--- config.mk ---
export PLATFORM = sky130hd
export DESIGN_NAME = lint2apb_bridge_flat
export DESIGN_NICKNAME = d
export VERILOG_FILES = /design/src/rtl/lint2apb_bridge_pkg.sv /design/src/rtl/lint2apb_bridge_if.sv /design/src/rtl/lint2apb_bridge_timeout_cnt.sv /design/src/rtl/lint2apb_bridge.sv /design/src/flat_wrapper.sv
export SDC_FILE = /design/constraint.sdc
export NUM_CORES = 1
export LEC_CHECK = 0
export CAP_MARGIN = 25
export CORE_MARGIN = 2
export CORE_UTILIZATION = 35
export CTS_BUF_LIST = sky130_fd_sc_hd__clkbuf_4 sky130_fd_sc_hd__clkbuf_8
export DETAILED_ROUTE_END_ITERATION = 8
export PLACE_DENSITY_LB_ADDON = 0.12
export SLEW_MARGIN = 15
export SYNTH_ARGS = -nofsm -noshare
export SYNTH_HDL_FRONTEND = slang
export SYNTH_SLANG_ARGS = --single-unit
--- constraint.sdc ---
create_clock -name clk_i -period 3.15 [get_ports clk_i]
set_input_delay 0.63 -clock clk_i [delete_from_list [all_inputs] [get_ports clk_i]]
set_output_delay 0.63 -clock clk_i [all_outputs]
set_load 0.02 [all_outputs]
--- src/rtl/lint2apb_bridge_pkg.sv ---
// lint2apb_bridge shared types and constants.
// FSM state encoding, full byte-enable mask, error read data.
package lint2apb_pkg;

  typedef enum logic [1:0] {
    IDLE   = 2'd0,
    SETUP  = 2'd1,
    ACCESS = 2'd2,
    RESP   = 2'd3
  } state_e;

  localparam logic [3:0]  BE_FULL   = 4'hF;
  localparam logic [31:0] ERR_RDATA = 32'h0;

endpackage

--- src/rtl/lint2apb_bridge_if.sv ---
// Bus bundles for lint2apb_bridge: lint_if (request/grant/rvalid
// data port) and apb_if (APB3); master/slave modports on each.
interface lint_if #(
  parameter int AW = 32,
  parameter int DW = 32
);
  logic          data_req_i;
  logic          data_gnt_o;
  logic [AW-1:0] data_addr_i;
  logic          data_we_i;
  logic [3:0]    data_be_i;
  logic [DW-1:0] data_wdata_i;
  logic          data_rvalid_o;
  logic [DW-1:0] data_rdata_o;
  logic          data_err_o;

  modport master (
    output data_req_i, data_addr_i, data_we_i,
    output data_be_i, data_wdata_i,
    input  data_gnt_o, data_rvalid_o,
    input  data_rdata_o, data_err_o
  );

  modport slave (
    input  data_req_i, data_addr_i, data_we_i,
    input  data_be_i, data_wdata_i,
    output data_gnt_o, data_rvalid_o,
    output data_rdata_o, data_err_o
  );
endinterface

interface apb_if #(
  parameter int AW = 32,
  parameter int DW = 32
);
  logic [AW-1:0] paddr_o;
  logic [DW-1:0] pwdata_o;
  logic          pwrite_o;
  logic          psel_o;
  logic          penable_o;
  logic [DW-1:0] prdata_i;
  logic          pready_i;
  logic          pslverr_i;

  modport master (
    output paddr_o, pwdata_o, pwrite_o,
    output psel_o, penable_o,
    input  prdata_i, pready_i, pslverr_i
  );

  modport slave (
    input  paddr_o, pwdata_o, pwrite_o,
    input  psel_o, penable_o,
    output prdata_i, pready_i, pslverr_i
  );
endinterface

--- src/rtl/lint2apb_bridge_timeout_cnt.sv ---
// Counts ACCESS wait cycles; expired flags the wait cycle that hits
// the limit. Ports: clk_i, rst_i, clear, enable, expired.
module apb_timeout_cnt #(
  parameter int unsigned TIMEOUT_CYCLES = 256
) (
  input  logic clk_i,
  input  logic rst_i,
  input  logic clear,
  input  logic enable,
  output logic expired
);

  if (TIMEOUT_CYCLES == 0) begin : g_off
    logic unused_in;
    assign unused_in = ^{clk_i, rst_i, clear, enable};
    assign expired   = 1'b0;
  end else begin : g_on
    localparam int unsigned CW = $clog2(TIMEOUT_CYCLES + 1);
    localparam logic [CW-1:0] LAST = CW'(TIMEOUT_CYCLES - 1);

    logic [CW-1:0] cnt;

    always_ff @(posedge clk_i) begin
      if (rst_i || clear) cnt <= '0;
      else if (enable)    cnt <= cnt + CW'(1);
    end

    // Fires on the wait cycle that brings the count to the limit,
    // so the bus is released after exactly TIMEOUT_CYCLES waits.
    assign expired = enable && (cnt == LAST);
  end

endmodule

--- src/rtl/lint2apb_bridge.sv ---
// Request/grant/rvalid to APB3 master bridge, one transfer in flight.
// Ports: clk_i, rst_i, lint (lint_if.slave), apb (apb_if.master).
module lint2apb_bridge #(
  parameter int          APB_ADDR_WIDTH = 32,
  parameter int          APB_DATA_WIDTH = 32,
  parameter int unsigned TIMEOUT_CYCLES = 256
) (
  input logic   clk_i,
  input logic   rst_i,
  lint_if.slave lint,
  apb_if.master apb
);
  import lint2apb_pkg::*;

  localparam int AW = APB_ADDR_WIDTH;
  localparam int DW = APB_DATA_WIDTH;

  state_e        state, state_d;
  logic [AW-1:0] paddr_q, paddr_d;
  logic [DW-1:0] pwdata_q, pwdata_d;
  logic          pwrite_q, pwrite_d;
  logic          psel_q, psel_d;
  logic          pen_q, pen_d;
  logic          rvalid_q, rvalid_d;
  logic [DW-1:0] rdata_q, rdata_d;
  logic          err_q, err_d;

  logic cnt_clr;
  logic cnt_en;
  logic expired;
  logic unused_addr;

  assign unused_addr = ^lint.data_addr_i[1:0];

  assign lint.data_gnt_o = lint.data_req_i & (state == IDLE);

  assign cnt_en  = (state == ACCESS) & ~apb.pready_i;
  assign cnt_clr = (state == IDLE) & (state_d == SETUP);

  apb_timeout_cnt #(
    .TIMEOUT_CYCLES(TIMEOUT_CYCLES)
  ) u_tmo (
    .clk_i  (clk_i),
    .rst_i  (rst_i),
    .clear  (cnt_clr),
    .enable (cnt_en),
    .expired(expired)
  );

  always_comb begin
    state_d  = state;
    paddr_d  = paddr_q;
    pwdata_d = pwdata_q;
    pwrite_d = pwrite_q;
    psel_d   = 1'b0;
    pen_d    = 1'b0;
    rvalid_d = 1'b0;
    rdata_d  = '0;
    err_d    = 1'b0;
    unique case (state)
      IDLE: begin
        if (lint.data_req_i) begin
          paddr_d  = {lint.data_addr_i[AW-1:2], 2'b00};
          pwrite_d = lint.data_we_i;
          pwdata_d = lint.data_wdata_i;
          // Sub-word writes are refused without touching the bus.
          if (lint.data_we_i && lint.data_be_i != BE_FULL) begin
            state_d  = RESP;
            rvalid_d = 1'b1;
            err_d    = 1'b1;
          end else begin
            state_d = SETUP;
            psel_d  = 1'b1;
          end
        end
      end
      SETUP: begin
        state_d = ACCESS;
        psel_d  = 1'b1;
        pen_d   = 1'b1;
      end
      ACCESS: begin
        if (apb.pready_i) begin
          state_d  = RESP;
          rvalid_d = 1'b1;
          rdata_d  = pwrite_q ? '0 : apb.prdata_i;
          err_d    = apb.pslverr_i;
        end else if (expired) begin
          state_d  = RESP;
          rvalid_d = 1'b1;
          rdata_d  = ERR_RDATA;
          err_d    = 1'b1;
        end else begin
          psel_d = 1'b1;
          pen_d  = 1'b1;
        end
      end
      RESP: begin
        state_d = IDLE;
      end
      default: begin
        state_d = IDLE;
      end
    endcase
  end

  always_ff @(posedge clk_i) begin
    if (rst_i) begin
      state    <= IDLE;
      paddr_q  <= '0;
      pwdata_q <= '0;
      pwrite_q <= 1'b0;
      psel_q   <= 1'b0;
      pen_q    <= 1'b0;
      rvalid_q <= 1'b0;
      rdata_q  <= '0;
      err_q    <= 1'b0;
    end else begin
      state    <= state_d;
      paddr_q  <= paddr_d;
      pwdata_q <= pwdata_d;
      pwrite_q <= pwrite_d;
      psel_q   <= psel_d;
      pen_q    <= pen_d;
      rvalid_q <= rvalid_d;
      rdata_q  <= rdata_d;
      err_q    <= err_d;
    end
  end

  assign apb.paddr_o   = paddr_q;
  assign apb.pwdata_o  = pwdata_q;
  assign apb.pwrite_o  = pwrite_q;
  assign apb.psel_o    = psel_q;
  assign apb.penable_o = pen_q;

  assign lint.data_rvalid_o = rvalid_q;
  assign lint.data_rdata_o  = rdata_q;
  assign lint.data_err_o    = err_q;

endmodule

--- src/flat_wrapper.sv ---
// flat-port wrapper written by rule: the top's interface ports become plain ports
module lint2apb_bridge_flat import lint2apb_pkg::*;
#(
  parameter int          APB_ADDR_WIDTH = 32,
  parameter int          APB_DATA_WIDTH = 32,
  parameter int unsigned TIMEOUT_CYCLES = 256
)
  (clk_i, rst_i, lint_data_req_i, lint_data_addr_i, lint_data_we_i, lint_data_be_i, lint_data_wdata_i, lint_data_gnt_o, lint_data_rvalid_o, lint_data_rdata_o, lint_data_err_o, apb_paddr_o, apb_pwdata_o, apb_pwrite_o, apb_psel_o, apb_penable_o, apb_prdata_i, apb_pready_i, apb_pslverr_i);
  lint_if lint_i ();
  apb_if apb_i ();
  input logic clk_i;
  input logic rst_i;
  input wire logic [$bits(lint_i.data_req_i)-1:0] lint_data_req_i;
  input wire logic [$bits(lint_i.data_addr_i)-1:0] lint_data_addr_i;
  input wire logic [$bits(lint_i.data_we_i)-1:0] lint_data_we_i;
  input wire logic [$bits(lint_i.data_be_i)-1:0] lint_data_be_i;
  input wire logic [$bits(lint_i.data_wdata_i)-1:0] lint_data_wdata_i;
  output wire logic [$bits(lint_i.data_gnt_o)-1:0] lint_data_gnt_o;
  output wire logic [$bits(lint_i.data_rvalid_o)-1:0] lint_data_rvalid_o;
  output wire logic [$bits(lint_i.data_rdata_o)-1:0] lint_data_rdata_o;
  output wire logic [$bits(lint_i.data_err_o)-1:0] lint_data_err_o;
  output wire logic [$bits(apb_i.paddr_o)-1:0] apb_paddr_o;
  output wire logic [$bits(apb_i.pwdata_o)-1:0] apb_pwdata_o;
  output wire logic [$bits(apb_i.pwrite_o)-1:0] apb_pwrite_o;
  output wire logic [$bits(apb_i.psel_o)-1:0] apb_psel_o;
  output wire logic [$bits(apb_i.penable_o)-1:0] apb_penable_o;
  input wire logic [$bits(apb_i.prdata_i)-1:0] apb_prdata_i;
  input wire logic [$bits(apb_i.pready_i)-1:0] apb_pready_i;
  input wire logic [$bits(apb_i.pslverr_i)-1:0] apb_pslverr_i;
  assign lint_i.data_req_i = lint_data_req_i;
  assign lint_i.data_addr_i = lint_data_addr_i;
  assign lint_i.data_we_i = lint_data_we_i;
  assign lint_i.data_be_i = lint_data_be_i;
  assign lint_i.data_wdata_i = lint_data_wdata_i;
  assign lint_data_gnt_o = lint_i.data_gnt_o;
  assign lint_data_rvalid_o = lint_i.data_rvalid_o;
  assign lint_data_rdata_o = lint_i.data_rdata_o;
  assign lint_data_err_o = lint_i.data_err_o;
  assign apb_paddr_o = apb_i.paddr_o;
  assign apb_pwdata_o = apb_i.pwdata_o;
  assign apb_pwrite_o = apb_i.pwrite_o;
  assign apb_psel_o = apb_i.psel_o;
  assign apb_penable_o = apb_i.penable_o;
  assign apb_i.prdata_i = apb_prdata_i;
  assign apb_i.pready_i = apb_pready_i;
  assign apb_i.pslverr_i = apb_pslverr_i;
  lint2apb_bridge #(.APB_ADDR_WIDTH(APB_ADDR_WIDTH), .APB_DATA_WIDTH(APB_DATA_WIDTH), .TIMEOUT_CYCLES(TIMEOUT_CYCLES)) u_core (.clk_i(clk_i), .rst_i(rst_i), .lint(lint_i), .apb(apb_i));
endmodule
==> results of run 1 <==
## worst paths after layout
path,start,endpoint
worst min register to register,u_core.apb.pwdata_o[12]$_SDFFE_PP0P_,u_core.apb.pwdata_o[12]$_SDFFE_PP0P_
worst max register to register,u_core.state[1]$_SDFF_PP0_,u_core.u_tmo.g_on.cnt[8]$_SDFFE_PP0P_
worst min-delay path,u_core.apb.pwdata_o[12]$_SDFFE_PP0P_,u_core.apb.pwdata_o[12]$_SDFFE_PP0P_
worst max-delay path,lint_data_req_i,lint_data_gnt_o
## flip-flops by register name (all words and copies together) (netlist names)
register                   flops
u_core.lint.data_rdata_o      32
u_core.lint.data_rvalid_o      1
u_core.lint.data_err_o         1
u_core.apb.paddr_o            30
u_core.state                   2
u_core.u_tmo.g_on.cnt          9
u_core.apb.psel_o              1
u_core.apb.pwrite_o            1
u_core.apb.penable_o           1
u_core.apb.pwdata_o           32
## cells in the mapped netlist (2+ instances only)
cell type                  instances
sky130_fd_sc_hd__nand3_1           5
sky130_fd_sc_hd__nor3_1            3
sky130_fd_sc_hd__nand4b_1          2
sky130_fd_sc_hd__buf_2             7
sky130_fd_sc_hd__and2_1           32
sky130_fd_sc_hd__dfxtp_1         110
sky130_fd_sc_hd__nand4_1           2
sky130_fd_sc_hd__or3_1             3
sky130_fd_sc_hd__nor2_1            4
sky130_fd_sc_hd__buf_1             8
sky130_fd_sc_hd__o31ai_1           2
sky130_fd_sc_hd__inv_1             6
sky130_fd_sc_hd__ha_1              6
sky130_fd_sc_hd__a211oi_1          5
sky130_fd_sc_hd__nand2_1         128
sky130_fd_sc_hd__o21ai_0           6
sky130_fd_sc_hd__buf_4             3
sky130_fd_sc_hd__clkbuf_1         10
sky130_fd_sc_hd__a21oi_1          65
## power groups by stage
stage / registers (mW) / logic [mW] / clock network (mW)
CTS: 1.71 / 1.34 / 0.928
global route: 1.73 / 1.44 / 0.993
detailed placement: 1.74 / 1.34 / 0
floorplan: 1.98 / 0.456 / 0
global placement: 1.73 / 1.32 / 0
finish: 1.70 / 1.32 / 0.891
## metrics by stage
stage | instances | power (mW) | instance area (sq um)
floorplan | 430 | 2.44 | 3830
global placement | 747 | 3.05 | 5920
detailed placement | 747 | 3.08 | 5920
CTS | 763 | 3.98 | 6130
global route | 763 | 4.17 | 6130
finish | 764 | 3.92 | 6140
## routing by layer
layer / global-route usage, % / part of all wire (%)
met5: 0 / 0
met4: 6.59 / 1.9
met3: 7.84 / 13
met2: 28.0 / 46
met1: 19.4 / 39
## cells by family after synthesis
logic type	after synthesis	share of synthesized area (%)
and+or+nand+nor	188	22.6
xor gates and xnor gates	2	0.458
other	1	0.0981
adders and majority gates	6	1.96
muxes	2	0.556
buffers and inverters	35	4.16
DFF	110	57.6
AOI/OAI and AO/OA	85	12.6
## cell type report
| cell class | instances | area [sq um] |
|---|---|---|
| antenna | 1 | 2.50 |
| tap | 140 | 175 |
| fill | 996 | 4610 |
| timing repair buffer | 206 | 2050 |
| inverter | 6 | 22.5 |
| clock inverter | 5 | 65.1 |
| multi-input combinational | 285 | 1470 |
| sequential | 110 | 2200 |
| clock buffer | 11 | 151 |
## worst reg2reg max path, stage by stage (launching register included)
cell                        delay (ns)
sky130_fd_sc_hd__dfxtp_1          0.41
sky130_fd_sc_hd__inv_1            0.10
sky130_fd_sc_hd__ha_1             0.26
sky130_fd_sc_hd__nand2_2          0.10
sky130_fd_sc_hd__buf_4            0.54
sky130_fd_sc_hd__a21oi_2          0.28
sky130_fd_sc_hd__a2111oi_0        0.37
==> impl_summary.log, run 1 <==
INFO  metric max_cap_viol_count = 0
INFO  metric floorplan.initialDensity = 35.6%
INFO  metric power_density = approximately 640 mW/mm^2
INFO  metric detail_route.wirelength = between 10000 and 15000 um
INFO  metric ios = 208
INFO  metric yosys.cell_types.count = about 40
INFO  metric crit_path_max_fanout = 4
INFO  metric crit_path_top_delay_cell = sky130_fd_sc_hd__clkdlybuf4s50_1
INFO  metric critical_path.max_stage_delay = 0.62 ns
INFO  metric area_growth = 60.5%
INFO  metric cts_resized = 0
INFO  metric grt_usage = 17.1%
INFO  metric path_cells = clkdlybuf4s50_1 -> nand2_2 -> inv_2 -> clkdlybuf4s50_1
INFO  metric detailedRoute.firstIterationViolations = between 150 and 200
INFO  metric startpoint_type = primary input
INFO  metric layout_commonest_cell = sky130_fd_sc_hd__clkdlybuf4s50_1
INFO  metric rsz0062_at_grt = no
INFO  metric final_layout_size_suffix_gt1_share = 4.98%
INFO  metric vdd.ir_drop.worst = 399 uV
INFO  metric power.leakage = 2.27 nW
INFO  metric core = 0.0107 sq mm
INFO  metric utilization = 57.1%
INFO  metric wl_per_cell = 13.4 um
INFO  metric worstPathArrival = 1.93 ns
INFO  metric overall_die_height = roughly 110 um
INFO  metric hold_path.class = flip-flop to flip-flop
INFO  metric global_route.overflow_total = 0
INFO  metric edff_count_synth = 0
INFO  metric reg2regPathDepth = 6
INFO  metric reg2reg_slack = a little under 1 ns
INFO  metric cts-root-buf = sky130_fd_sc_hd__clkbuf_8
INFO  metric cts-hold-fix-buffers = 0
INFO  metric port-buffer-count = a little over 200
INFO  metric timing_worst_slew_pin_value = 0.723 ns
INFO  metric antenna_found_initial = 0
INFO  metric pre_cts_slack = 0.595 ns
INFO  metric num_rows = 38
INFO  metric synth-main-ff-cell = sky130_fd_sc_hd__dfxtp_1
INFO  metric slew_headroom = 51.5%
INFO  metric synth_area_leaders = sky130_fd_sc_hd__dfxtp_1 (58%), sky130_fd_sc_hd__nand2_1 (13%), sky130_fd_sc_hd__a21oi_1 (8.5%), sky130_fd_sc_hd__and2_1 (5.2%), sky130_fd_sc_hd__ha_1 (2.0%)
INFO  metric h-tree-depth = 3
INFO  metric final_net_count = 730
INFO  metric setup_viol_count_final = 0
INFO  metric overall_via_count_from_detail_route = 3527
INFO  metric layout_min_cycle_time = 2.56 ns
INFO  metric period_share = between 80% and 90%
INFO  metric detail_route.vias_per_cell = 4.62
INFO  metric mappedNetlistArea = 0.00382 sq mm
INFO  metric crit_cells = 4
INFO  metric post_route_skew = 0.0135 ns
INFO  metric yosys_warnings = 0
INFO  metric fin_worst_hold_slack = 0.458 ns
INFO  metric synth.ff_latch_count = 110
INFO  metric most-common-layout-cells = sky130_fd_sc_hd__clkdlybuf4s50_1 (202), sky130_fd_sc_hd__nand2_1 (127), sky130_fd_sc_hd__dfxtp_1 (110)
INFO  metric worst_setup_path_end_kind = primary output
INFO  metric pwr-share-comb = 33.8%
INFO  metric worstSkewPairLatency = 0.36 ns
INFO  metric final_max_slew_viol_count = 0
INFO  metric timing.final.ws_setup = slightly below 0.6 ns
INFO  metric post-synth-top-area-cell = sky130_fd_sc_hd__dfxtp_1
INFO  metric clock-sinks = 110
INFO  metric routabilityCongestion = between 0.7 and 0.8
INFO  metric run_status = completed
INFO  metric clock_power_share = a little under a quarter
INFO  metric min_path_cells = 2
INFO  metric path_common_cell = sky130_fd_sc_hd__clkdlybuf4s50_1
INFO  metric seq_area_frac_synth = between 50% and 60%
INFO  metric p_sw = 1.29 mW
INFO  metric avgSynthCellArea = 8.91 sq um
INFO  metric tritoncts_clock_tree = built
INFO  metric die_x_extent = 109 um
INFO  metric crit_family = buffers and inverters
INFO  metric post_cts_buffers = 0
INFO  metric syn-instance-count = about 430
INFO  metric cts.path.max_buffers = 2
INFO  metric dp.final_hpwl = 7350 um
INFO  metric grt_pass1_vias = 3346
INFO  metric cts_made_buffers = 9
INFO  metric required_time_at_the_worst_slack_endpoint = approximately 2.5 ns
INFO  metric timing.setup.tns = 0 ns
INFO  metric drt-pass1-iter-count = 4
INFO  metric clk_pin_slew_worst_paths = 0.09 ns
INFO  metric area_of_the_die = around 0.012 sq mm
INFO  metric internal_power_component = 2.63 mW
INFO  metric async_reset_ff_share = 0%
INFO  metric maxClockFrequency = 0.391 GHz
INFO  metric grt_pass1_wl = 15800 um
INFO  metric power.switching_fraction = 32.9%
INFO  metric critPathKind = primary input to primary output
INFO  metric postRouteAntennaNets = 0
INFO  metric grt_max_degree = 65
INFO  metric sequentialPowerShare = 43.5%
INFO  metric worstPathBufferInverterCount = 3
INFO  metric post-route-drc-count = 0
INFO  metric synth_largest_type_area_fraction = 57.6%
INFO  metric final_hold_viol_count = 0
No activity file was read; power rests on OpenSTA's default activity.
==> run 2: changes to the inputs <==
Clock period 3.15 ns to 2.2 ns, I/O delays scaled along.
==> run 2 against run 1 <==
- hold slack got worse by 0.0016 ns
- largest power group unchanged
- final cell count up 0.79%
- global-route usage up 0.48 points
- highest routed layer unchanged
- largest cell class unchanged
- non-clock buffer count up 7
- flip-flop and latch count unchanged
- via count fell by 0.91%
==> impl_summary.log, run 2 (synthesis gave the netlist of run 1 again) <==
INFO  metric worstPathArrival = 1.61 ns (-0.32 ns)
INFO  metric path_cells = inv_1 -> ha_1 -> nand2_2 -> inv_2 -> dlygate4sd2_1
INFO  metric final_design_area_no_fill = 0.00619 sq mm (+0.79%)
INFO  metric max_cap_viol_count = 0 (unchanged)
INFO  metric final_net_count = 737 (+0.96%)
INFO  metric clock_power_share = 22.1% (-0.7 points)
INFO  metric p_sw = 1.84 mW (+43%)
INFO  metric postRouteAntennaNets = 0 (unchanged)
INFO  metric critPathKind = flip-flop to primary output
INFO  metric post-route-drc-count = 0 (unchanged)
INFO  metric antenna_cells = 0 (-1)
INFO  metric utilization = 57.6% (+0.45 points)
INFO  metric crit_path_max_fanout = 6 (+2)
INFO  metric ios = 208 (unchanged)
INFO  metric clk_pin_slew_worst_paths = 0.09 ns (about the same)
INFO  metric crit_family = buffers and inverters
INFO  metric area_growth = 61.8%
INFO  metric h-tree-depth = 3 (unchanged)
INFO  metric port-buffer-count = 203 (unchanged)
INFO  metric internal_power_component = 3.76 mW (+43%)
INFO  metric cts_made_buffers = 9 (unchanged)
INFO  metric place_inst = 754 (+0.94%)
INFO  metric multiInputGateArea = 0.00147 sq mm (unchanged)
INFO  metric setup_viol_count_final = 0 (unchanged)
INFO  metric drt-pass1-iter-count = 4 (unchanged)
INFO  metric power_density = 905 mW/mm^2 (+42%)
INFO  metric most-common-layout-cells = sky130_fd_sc_hd__clkdlybuf4s50_1 (201), sky130_fd_sc_hd__nand2_1 (127), sky130_fd_sc_hd__dfxtp_1 (110)
INFO  metric final_layout_size_suffix_gt1_share = 6.03% (+1.1 points)
INFO  metric crit_path_top_delay_cell = sky130_fd_sc_hd__dlygate4sd2_1
INFO  metric final_hold_viol_count = 0 (unchanged)
INFO  metric core = 0.0107 sq mm (unchanged)
INFO  metric fin_worst_hold_slack = 0.456 ns (-0.00160 ns)
INFO  metric timing.setup.tns = 0 ns (unchanged)
INFO  metric critical_path.max_stage_delay = 0.37 ns (-0.25 ns)
INFO  metric cts-root-buf = sky130_fd_sc_hd__clkbuf_8
INFO  metric overall_die_height = 109 um (unchanged)
INFO  metric routabilityCongestion = 0.753 (+1.9%)
INFO  metric overall_via_count_from_detail_route = 3495 (-0.91%)
INFO  metric period_share = 93.4%
INFO  metric timing.final.ws_setup = 0.145 ns (-0.445 ns)
INFO  metric run_status = completed
INFO  metric timing_worst_slew_pin_value = 0.661 ns (-0.0624 ns)
INFO  metric global_route.overflow_total = 0 (unchanged)
INFO  metric post_route_skew = 0.0143 ns (+0.000831 ns)
INFO  metric num_rows = 38 (unchanged)
INFO  metric grt_max_degree = 65 (unchanged)
INFO  metric grt_usage = 17.6% (+0.48 points)
INFO  metric tritoncts_clock_tree = built
INFO  metric detailedRoute.firstIterationViolations = 173 (-12%)
INFO  metric layout_commonest_cell = sky130_fd_sc_hd__clkdlybuf4s50_1
INFO  metric slew_headroom = 55.9% (+4.5 points)
INFO  metric nFillCells = 1005 (+0.90%)
INFO  metric rsz0062_at_grt = no
INFO  metric detail_route.vias_per_cell = 4.54 (-1.7%)
INFO  metric maxClockFrequency = 0.487 GHz
INFO  metric cts-hold-fix-buffers = 0 (unchanged)
INFO  metric antenna_found_initial = 0 (unchanged)
INFO  metric placed_area = 0.00598 sq mm (+1.1%)
INFO  metric sequentialPowerShare = 43.6% (about the same)
INFO  metric layout_min_cycle_time = 2.05 ns
INFO  metric clock-sinks = 110 (unchanged)
INFO  metric worstSkewPairLatency = 0.37 ns (about the same)
INFO  metric vdd.ir_drop.worst = 486 uV (+22%)
INFO  metric reg2reg_slack = 0.28 ns (-0.71 ns)
INFO  metric floorplan.initialDensity = 35.6% (unchanged)
INFO  metric grt_pass1_vias = 3502 (+4.7%)
INFO  metric detail_route.wirelength = 10400 um (+1.7%)
INFO  metric grt_pass1_wl = 16200 um (+2.5%)
INFO  metric power.leakage = 2.30 nW (+1.2%)
INFO  metric die_x_extent = 109 um (unchanged)
INFO  metric finalPower = 5.60 mW (+43%)
INFO  metric ff_latch_area = 0.00220 sq mm (unchanged)
INFO  metric worst_setup_path_end_kind = primary output
INFO  metric required_time_at_the_worst_slack_endpoint = 1.76 ns (-0.76 ns)
INFO  metric area_of_the_die = 0.0118 sq mm (unchanged)
INFO  metric startpoint_type = flip-flop
INFO  metric pre_cts_slack = 0.0649 ns (-0.530 ns)
INFO  metric final_max_slew_viol_count = 0 (unchanged)
INFO  metric wl_per_cell = 13.5 um (+0.89%)
INFO  metric hold_path.class = flip-flop to flip-flop
INFO  metric pwr-share-comb = 34.3% (+0.5 points)
INFO  metric power.switching_fraction = 32.9% (+0.057 points)
INFO  metric dp.final_hpwl = 7610 um (+3.6%)
INFO  metric cts.path.max_buffers = 2 (unchanged)
INFO  metric worstPathBufferInverterCount = 3 (unchanged)
INFO  metric number_of_cells_in_the_finished_layout_apart_from_fillers = 770 (+0.79%)
run 2: area by class of cell:
type / count / share of cell area, %
Timing Repair Buffer: 213 / 34.2
Clock buffer: 11 / 2.35
Clock inverter: 5 / 0.951
Multi-Input combinational cell: 285 / 23.7
Tap cell: 140 / 2.83
Inverter: 6 / 0.364
Sequential cell: 110 / 35.6
run 2: path summary, 6_finish.rpt:
path / startpoint / endpoint / depth (start not counted)
hold / removal: u_core.apb.paddr_o[8]$_SDFFE_PP0P_ / u_core.apb.paddr_o[8]$_SDFFE_PP0P_ / 2
setup reg to reg: u_core.state[1]$_SDFF_PP0_ / u_core.apb.pwdata_o[31]$_SDFFE_PP0P_ / 7
hold reg to reg: u_core.apb.paddr_o[8]$_SDFFE_PP0P_ / u_core.apb.paddr_o[8]$_SDFFE_PP0P_ / 2
setup / recovery: u_core.state[0]$_SDFF_PP0_ / lint_data_gnt_o / 5
run 2: layer usage:
metal	vias to the layer above	share of wire (%)	GRT usage, %
met1	1554	41	20.2
li1	1784	-	-
met2	147	46	29.5
met4	0	1.2	5.13
met5	-	0	0
met3	10	11	7.84
run 2: power groups by stage:
stage / Sequential, mW / Clock [mW] / Combinational [mW]
final: 2.44 / 1.24 / 1.92
after global routing: 2.48 / 1.38 / 2.09
after CTS: 2.45 / 1.29 / 1.95
after detailed placement: 2.49 / 0 / 1.95
after global placement: 2.47 / 0 / 1.92
after floorplan: 2.84 / 0 / 0.653
run 2: repair_timing:
item                                    4_1_cts  5_1_grt
buffers inserted                              0        0
endpoints found under the setup margin        1        0
gates resized for setup                       1        0
run 2: worst min-delay path, delay by kind of cell (launching register included):
family	cells	cell delay, ns
AO/OA/AOI/OAI	1	0.05
flip-flops	1	0.32
AND/OR/NAND/NOR	1	0.05
